===== src/rtl/rotate_commit_ctrl.sv =====
// rotate_commit_ctrl
//
// Turns a one-cycle rotate request into a committed piece rotation. The
// request is snapshotted, the external rotation calculator is steered with the
// captured direction/orientation, and its candidate cells are latched. Each
// candidate cell is then checked against the playfield bounds and against the
// locked-cell board memory (one registered read per cell). Up to three
// horizontal kick offsets (0, -1, +1) are tried before the rotation is
// rejected.
//
// Ports:
//   Clk, Reset                   clock, asynchronous active-high reset
//   rot_left_req, rot_right_req  one-cycle rotate requests (left wins if both)
//   block                        active piece colour (YELLOW never rotates)
//   x_block, y_block             packed cell coords, cell0=[19:15]..cell3=[4:0]
//   cur_orientation              orientation of the active piece
//   calc_rotate_left             direction to the rotation calculator
//   calc_orientation             orientation to the rotation calculator
//   calc_xblock, calc_yblock     candidate coords from the calculator
//   board_rd_en/_x/_y            board read strobe and address
//   board_rd_data                occupied flag, valid the cycle after the strobe
//   cancel                       abort an in-flight rotation silently
//   busy                         high whenever not idle
//   rot_done, rot_ok             completion pulse and accept flag
//   new_xblock, new_yblock       committed coords (held until next commit)
//   new_orientation              committed orientation
//
// Encodings: orientation NORMAL=0, ROT_LEFT=1, ROT2=2, ROT_RIGHT=3;
// block colour is 3 bits with YELLOW=2.
module rotate_commit_ctrl #(
  parameter int BOARD_W = 10,
  parameter int BOARD_H = 20,
  parameter int KICK_EN = 1
) (
  input  logic        Clk,
  input  logic        Reset,
  input  logic        rot_left_req,
  input  logic        rot_right_req,
  input  logic [2:0]  block,
  input  logic [19:0] x_block,
  input  logic [19:0] y_block,
  input  logic [1:0]  cur_orientation,
  output logic        calc_rotate_left,
  output logic [1:0]  calc_orientation,
  input  logic [19:0] calc_xblock,
  input  logic [19:0] calc_yblock,
  output logic        board_rd_en,
  output logic [4:0]  board_rd_x,
  output logic [4:0]  board_rd_y,
  input  logic        board_rd_data,
  input  logic        cancel,
  output logic        busy,
  output logic        rot_done,
  output logic        rot_ok,
  output logic [19:0] new_xblock,
  output logic [19:0] new_yblock,
  output logic [1:0]  new_orientation
);

  localparam logic [2:0] YELLOW = 3'd2;
  localparam logic [5:0] BW     = 6'(BOARD_W);
  localparam logic [5:0] BH     = 6'(BOARD_H);
  localparam bit         KICKS  = (KICK_EN != 0);

  typedef enum logic [2:0] {
    IDLE,
    LATCH,
    READ,
    CMP,
    COMMIT,
    DONE_FAIL
  } state_t;

  state_t      state_reg;
  logic        dir_left_reg;
  logic [1:0]  orient_reg;
  logic [2:0]  block_reg;
  logic [19:0] xpos_reg;
  logic [19:0] ypos_reg;
  logic [19:0] cand_x_reg;
  logic [19:0] cand_y_reg;
  logic [1:0]  attempt_reg;
  logic [1:0]  idx_reg;
  logic        rot_done_reg;
  logic        rot_ok_reg;
  logic [19:0] new_x_reg;
  logic [19:0] new_y_reg;
  logic [1:0]  new_orient_reg;

  // Horizontal kick for the current attempt; -1 is the 5-bit wrap value.
  logic [4:0] kick;
  always_comb begin
    case (attempt_reg)
      2'd1:    kick = 5'h1F;
      2'd2:    kick = 5'h01;
      default: kick = 5'h00;
    endcase
  end

  // Unpack candidate cells and build the kicked x vector for commit.
  logic [4:0]  cand_x_cell [4];
  logic [4:0]  cand_y_cell [4];
  logic [19:0] kicked_x;

  generate
    for (genvar gi = 0; gi < 4; gi++) begin : g_cell
      assign cand_x_cell[gi]         = cand_x_reg[19-5*gi -: 5];
      assign cand_y_cell[gi]         = cand_y_reg[19-5*gi -: 5];
      assign kicked_x[19-5*gi -: 5]  = cand_x_cell[gi] + kick;
    end
  endgenerate

  // Cell under test. A wrapped negative (e.g. 31) lands above the width
  // limit, so one unsigned compare covers both edges of the playfield.
  logic [4:0] kx;
  logic [4:0] ky;
  logic       oob;
  logic       last_attempt;
  logic [1:0] next_orient;

  assign kx           = cand_x_cell[idx_reg] + kick;
  assign ky           = cand_y_cell[idx_reg];
  assign oob          = ({1'b0, kx} >= BW) || ({1'b0, ky} >= BH);
  assign last_attempt = !KICKS || (attempt_reg == 2'd2);

  // Left steps NORMAL->ROT_LEFT->ROT2->ROT_RIGHT, right steps backwards.
  assign next_orient  = dir_left_reg ? orient_reg + 2'd1 : orient_reg - 2'd1;

  // The request snapshot of colour and position is kept for debug visibility;
  // the decisions here only need the calculator's candidates.
  logic unused_capture;
  assign unused_capture = ^{block_reg, xpos_reg, ypos_reg};

  always_ff @(posedge Clk or posedge Reset) begin
    if (Reset) begin
      state_reg      <= IDLE;
      dir_left_reg   <= 1'b0;
      orient_reg     <= 2'd0;
      block_reg      <= 3'd0;
      xpos_reg       <= 20'd0;
      ypos_reg       <= 20'd0;
      cand_x_reg     <= 20'd0;
      cand_y_reg     <= 20'd0;
      attempt_reg    <= 2'd0;
      idx_reg        <= 2'd0;
      rot_done_reg   <= 1'b0;
      rot_ok_reg     <= 1'b0;
      new_x_reg      <= 20'd0;
      new_y_reg      <= 20'd0;
      new_orient_reg <= 2'd0;
    end else begin
      rot_done_reg <= 1'b0;
      if (state_reg != IDLE && cancel) begin
        // Abort silently: no pulse, committed values untouched.
        state_reg <= IDLE;
      end else begin
        case (state_reg)
          IDLE: begin
            if (rot_left_req || rot_right_req) begin
              dir_left_reg <= rot_left_req;
              orient_reg   <= cur_orientation;
              block_reg    <= block;
              xpos_reg     <= x_block;
              ypos_reg     <= y_block;
              attempt_reg  <= 2'd0;
              idx_reg      <= 2'd0;
              // The O piece is rotation-invariant; reject without reads.
              state_reg    <= (block == YELLOW) ? DONE_FAIL : LATCH;
            end
          end
          LATCH: begin
            cand_x_reg  <= calc_xblock;
            cand_y_reg  <= calc_yblock;
            attempt_reg <= 2'd0;
            idx_reg     <= 2'd0;
            state_reg   <= READ;
          end
          READ: begin
            if (oob) begin
              if (last_attempt) begin
                state_reg <= DONE_FAIL;
              end else begin
                attempt_reg <= attempt_reg + 2'd1;
                idx_reg     <= 2'd0;
                state_reg   <= READ;
              end
            end else begin
              state_reg <= CMP;
            end
          end
          CMP: begin
            if (board_rd_data) begin
              if (last_attempt) begin
                state_reg <= DONE_FAIL;
              end else begin
                attempt_reg <= attempt_reg + 2'd1;
                idx_reg     <= 2'd0;
                state_reg   <= READ;
              end
            end else if (idx_reg == 2'd3) begin
              state_reg <= COMMIT;
            end else begin
              idx_reg   <= idx_reg + 2'd1;
              state_reg <= READ;
            end
          end
          COMMIT: begin
            // attempt_reg still names the winning attempt, so kicked_x is right.
            new_x_reg      <= kicked_x;
            new_y_reg      <= cand_y_reg;
            new_orient_reg <= next_orient;
            rot_done_reg   <= 1'b1;
            rot_ok_reg     <= 1'b1;
            state_reg      <= IDLE;
          end
          DONE_FAIL: begin
            rot_done_reg <= 1'b1;
            rot_ok_reg   <= 1'b0;
            state_reg    <= IDLE;
          end
          default: state_reg <= IDLE;
        endcase
      end
    end
  end

  // Read strobe is decoded from the state so the data returns during CMP.
  assign board_rd_en      = (state_reg == READ) && !oob;
  assign board_rd_x       = board_rd_en ? kx : 5'd0;
  assign board_rd_y       = board_rd_en ? ky : 5'd0;

  assign busy             = (state_reg != IDLE);
  assign calc_rotate_left = dir_left_reg;
  assign calc_orientation = orient_reg;
  assign rot_done         = rot_done_reg;
  assign rot_ok           = rot_ok_reg;
  assign new_xblock       = new_x_reg;
  assign new_yblock       = new_y_reg;
  assign new_orientation  = new_orient_reg;

endmodule


===== config.mk =====
export PLATFORM = sky130hd
export DESIGN_NAME = rotate_commit_ctrl
export DESIGN_NICKNAME = d
export VERILOG_FILES = /design/src/rtl/rotate_commit_ctrl.sv
export SDC_FILE = /design/constraint.sdc
export NUM_CORES = 1
export LEC_CHECK = 0
export CAP_MARGIN = 40
export CORE_ASPECT_RATIO = 1.2
export CORE_MARGIN = 4
export CORE_UTILIZATION = 43
export DETAILED_ROUTE_END_ITERATION = 16
export GPL_ROUTABILITY_DRIVEN = 0
export PLACE_DENSITY = 0.88
export RECOVER_POWER = 25
export REMOVE_ABC_BUFFERS = 1
export SLEW_MARGIN = 40
export SYNTH_ARGS = -nofsm -noshare
export SYNTH_HDL_FRONTEND = slang
export SYNTH_SLANG_ARGS = --single-unit
export TNS_END_PERCENT = 1

===== constraint.sdc =====
create_clock -name Clk -period 3.14 [get_ports Clk]
set_clock_uncertainty 0.1 [all_clocks]
set_input_delay 0.471 -clock Clk [delete_from_list [all_inputs] [get_ports Clk]]
set_output_delay 0.471 -clock Clk [all_outputs]
set_load 0.02 [all_outputs]

---- Word level (Yosys, flattened, before mapping) ----
Cells that the tools add are included.
word-level totals
  bits in registers ....................... 94
  latch bits .............................. 0
  RAM bits ................................ 0
  ROM bits ................................ 0
  memories ................................ 0
  output and inout port bits .............. 59
  bits of input ports ..................... 91
  logic and storage cells ................. 87
cells by class
  div/mod/pow operators ................... 0
  shift-type cells ........................ 0
  muxes and demuxes ....................... 31
  multipliers ............................. 0
  bitwise gates (word level) .............. 2
  magnitude comparators ................... 3
  eq/ne operators ......................... 14
  reductions and logical operators ........ 16
  add/subtract/negate cells ............... 9
operators by type and width
  cell                                                                    count
  5-bit two-way mux                                                       6
  5-bit adder                                                             5
  3-bit two-way mux                                                       7
  5-bit binary-select mux with 2-bit select                               2
  2-bit two-way mux                                                       9
  2-bit one-hot mux with 4 select lines                                   2
  3-bit one-hot mux with 4 select lines                                   1
  5-bit one-hot mux with 2 select lines                                   1
  5-bit AND reduction                                                     2
  3-bit by 2-bit equality test with 1-bit output (second input constant)  3
  2-bit by 1-bit adder with 2-bit output (second input constant)          3
  3-bit equality test (second input constant)                             2
  2-bit inequality test (second input constant)                           3
  3-bit inequality test (second input constant)                           2
  2-bit AND reduction                                                     3
  5-bit by 4-bit >= comparator with 1-bit output (second input constant)  1
  5-bit >= comparator (second input constant)                             1
  2-bit equality test (second input constant)                             2
  4-bit nonzero test                                                      1
  3-bit by 1-bit equality test with 1-bit output (second input constant)  1
  3-bit >= comparator (second input constant)                             1
  3-bit zero test                                                         1
  2-bit NOT with 3-bit output                                             1
  3-bit AND reduction                                                     1
  11 further kinds                                                        14

---- Longest topological paths before layout ----
  word-level depth ........................ 10
  depth in mapped cells ................... 14
  gate-level depth less buffers ........... 12

---- Least setup slack after synthesis ----
No wires, ideal clock.
  kind .................................... register -> output
  start point ............................. reg idx_reg[0]
  end point ............................... out board_rd_x[3]
  slack ................................... -463 ps
  stages on the path, launching flop included .. 12
  buffers on the path ..................... 2
  arrival time ............................ 3,032 ps
  data required time ...................... 2,569 ps
  path through ............................ dfrtp_1 -> buf_6 -> buf_2 -> mux4_2 -> ha_1 -> ha_1 -> nand2b_1 -> o21ai_0 -> o21ai_0 -> a31oi_1 -> and4bb_4 -> nor3b_1
between the ends
  cells in the longest elaborated chain, start to end .. 10
  elaborated cells between the ends (all ways) .. 14
ends and longest elaborated chain
  what                                                  line      RTL
  start, declared                                       83        logic [1:0] idx_reg;
  start signal, assigned                                203       idx_reg <= idx_reg + 2'd1;
  2-bit NOT with 3-bit output (implied by the code) *   121, 122
  5-bit binary-select mux with 2-bit select             121       assign kx = cand_x_cell[idx_reg] + kick;
  5-bit two-way mux (implied by the code) (2 in a row)  121
  5-bit adder                                           121
  5-bit by 4-bit >= comparator with 1-bit output        123       assign oob = ({1'b0, kx} >= BW) || ({1'b0, ky} >= BH);
  1-bit logical OR                                      123
  1-bit zero test                                       228       assign board_rd_en = (state_reg == READ) && !oob;
  1-bit logical AND                                     228
  5-bit two-way mux *                                   229       assign board_rd_x = board_rd_en ? kx : 5'd0;
  end, declared                                         48        output logic [4:0] board_rd_x,
Every way passes the cells marked *; elsewhere a longest branch is shown, timed or not. The select of a mux whose other input is x is not followed.

---- Worst setup path after layout ----
Same ends and word-level chain as after synthesis.

==> results.ini <==
[timing]
setup_ws_ns = -0.544
rsz0062_at_grt = true
slew_violations = 35
setup_viol = 15
hold_viol = 0
tightest_slew_ns = 1.64
min_period_ns = 3.68
slew_headroom_pct = -9.86
max_freq_ghz = 0.271
final.period_utilization_pct = 117

[power]
switching_share_pct = 39.7
totalPowerFinal_mw = 7.72
clkPwrFrac_pct = 13.9
irDropWorstVdd_uv = 556
internal-power_mw = 4.65
power.switching_mw = 3.07
p_per_area_nw_per_um2 = 1100
seq_power_share_pct = 27.2
power.leakage_nw = 3.15
p_comb_share_pct = 58.9

[clock_network]
clock_latency_ns = 0.35
clk_path_buf_depth = 2
clockRootBuffer = clkbuf_16
ctsHtreeMaxLevel = 3
cts_buffers = 9
cts_tree = done
clkSlewWorstSetupHoldPaths_ns = 0.07
cts_sinks = 94

[synthesis]
yosysSeqAreaShare_pct = 47.6
yosys_warnings = 0
syn_avg_cell_area_um2 = 10.2
synth_edf_count = 0
synth_top_area_share_pct = 47.6
synth_seq_cells = 94
synth_cells = 485
synthArstFlopShare_pct = 100
yosys-top-cells-area = dfrtp_1, mux2_2, nand2_1
ys.flop_type = dfrtp_1
ys_types = 45
synth_most_common_cell = nand2_1
synth_common_cells = nand2_1, dfrtp_1, mux2_2
synth.cell_area_um2 = 4950
yosysTopAreaCell = dfrtp_1

[route]
vias_per_cell = 5.39
drc_errors = 0
vias = 4312
dr.pass1.iters = 5
drt_wl_total_um = 14100
postRouteAntennaNets = 0
initialDrtViolationCount = 202
post_drt_wl_per_cell_um = 17.6

[global_routing]
grt_pass1_vias = 4436
antenna_found_initial = 0
gr-total-overflow = 0
grtUsageTotal_pct = 21.8
grt_max_degree = 35
grt_pass1_wl_um = 22900

[worst_setup_path]
worst-path-buf-inv = 1
critical_path.max_stage_delay_ns = 0.59
worst-path-max-fanout = 5
crit_path_end_kind = output port
crit_top_cell = o21ai_2
critPathKind = reg -> out
r2r_slack_ns = -0.07
crit_family = simple AND/OR/NAND/NOR gates
cp-start-kind = register
cpMaxStageDelayCell = mux4_2
crit_chain = mux4_2 > xor2_2 > ha_4 > nand2b_4 > o21ai_2 > o21ai_2 > a31oi_1 > and4bb_4 > nor3b_4 > buf_6
cp.required_ns = 2.57
arrival_ns = 3.11

[floorplanning]
coreArea_um2 = 11100
fp.dieW_um = 106
die_area_um2 = 13300
initial_utilization_pct = 44.4
die_h_um = 125
io_pins = 150
row_count = 42

[place]
place_area_um2 = 6540
post-place-ws_ns = -0.805
dp_hpwl_um = 9870
placed_cells_incl_taps = 777
io_buffers = 108

[finish]
design_area_um2 = 6990
nNetsFinal = 747
area_growth_pct = 41.3
fillCellCount = 888
final_cells = 800
layout-drive-gt1-share_pct = 27.4
antenna_cells = 0

[hold_path]
hp-class = reg -> reg

[status]
status = complete, but fails checks
violations = capacitance limit, slew limit, setup timing

[flow_run]
drv_cap = 1

## cell usage in the layout, fill, tap and decap left out, types with 9 or more instances in the layout
master	instances
inv_1	10
mux2_2	44
buf_6	12
mux4_2	10
clkbuf_16	9
clkdlybuf4s50_1	96
xnor2_1	19
a21oi_1	13
nand2_1	116
o21ai_0	30
buf_4	65
nor2_1	18
ha_1	13
dfrtp_1	92
## worst register-to-register path, stage by stage, from the launching register on
cell and delay (ns):
dfrtp_2 0.44, mux4_2 0.59, xor2_2 0.20, ha_4 0.19
nand2b_4 0.14, o21ai_2 0.15, o21ai_2 0.09, a211oi_2 0.26
and4bb_4 0.30, buf_6 0.14, buf_4 0.14, buf_4 0.14
o21ai_1 0.13, o21ai_0 0.09
## layout make-up
| type | count | area [um^2] | area share [%] |
|---|---|---|---|
| Clock buffer | 9 | 225 | 3.22 |
| Timing Repair Buffer | 177 | 1610 | 23.1 |
| Tap cell | 154 | 193 | 2.76 |
| Inverter | 11 | 42.5 | 0.609 |
| Sequential cell | 94 | 2350 | 33.7 |
| Clock inverter | 7 | 66.3 | 0.949 |
| Multi-Input combinational cell | 348 | 2490 | 35.7 |
## cell families (layout without fill, tap and decap cells)
kind of cell	Yosys count	count (layout)	share of synthesized area, %
AOI/OAI and AO/OA	76	76	9.23
xor gates and xnor gates	26	26	4.60
buffers and inverters	43	204	3.97
adders and majority gates	15	15	3.79
other	1	1	0.0758
and+or+nand+nor	175	175	16.0
DFF	94	94	47.6
muxes	55	55	14.8
## through the flow
stage | utilization [%] | TNS [ns] | hold slack (ns)
2_1_floorplan | - | -99.09 | 0.352
3_3_place_gp | 58.7 | -5.83 | 0.360
3_5_place_dp | 58.7 | -6.87 | 0.362
4_1_cts | 62.7 | -4.21 | 0.379
5_1_grt | 62.7 | -6.60 | 0.407
6_report | 62.7 | -5.27 | 0.377
## final timing paths
kind / startpoint / endpoint / cells after the start
setup / recovery: idx_reg[0] / board_rd_x[3] / 10
hold / removal: new_yblock[16] / new_yblock[16] / 2
setup reg to reg: idx_reg[0] / attempt_reg[1] / 13
hold reg to reg: new_yblock[16] / new_yblock[16] / 2
max in group asynchronous: Reset / idx_reg[1] / 3
min in group asynchronous: Reset / cand_y_cell[14] / 2
## what timing repair did
| action | in CTS | in global routing |
|---|---|---|
| buffers inserted | 6 | 1 |
| gates resized for setup | 83 | 2 |
| hold buffers | 0 | 0 |
| setup endpoints to repair | 10 | 16 |
| pin swaps | 15 | 1 |
## power by group through the flow
stage	clock network (mW)	logic, mW	registers [mW]
after CTS	1.09	4.43	2.08
after global placement	0	3.95	2.06
after global routing	1.14	4.87	2.17
after detailed placement	0	4.09	2.10
after floorplan	0	1.99	2.40
final	1.07	4.55	2.10
## layer usage
layer	vias up	global-route usage (%)	part of all wire, %
li1	1967	-	-
met1	2096	24.5	37
met2	201	38.9	52
met3	48	4.48	6.3
met4	0	11.1	4.2
met5	-	0	0
Power figures use the tool's default switching activity.
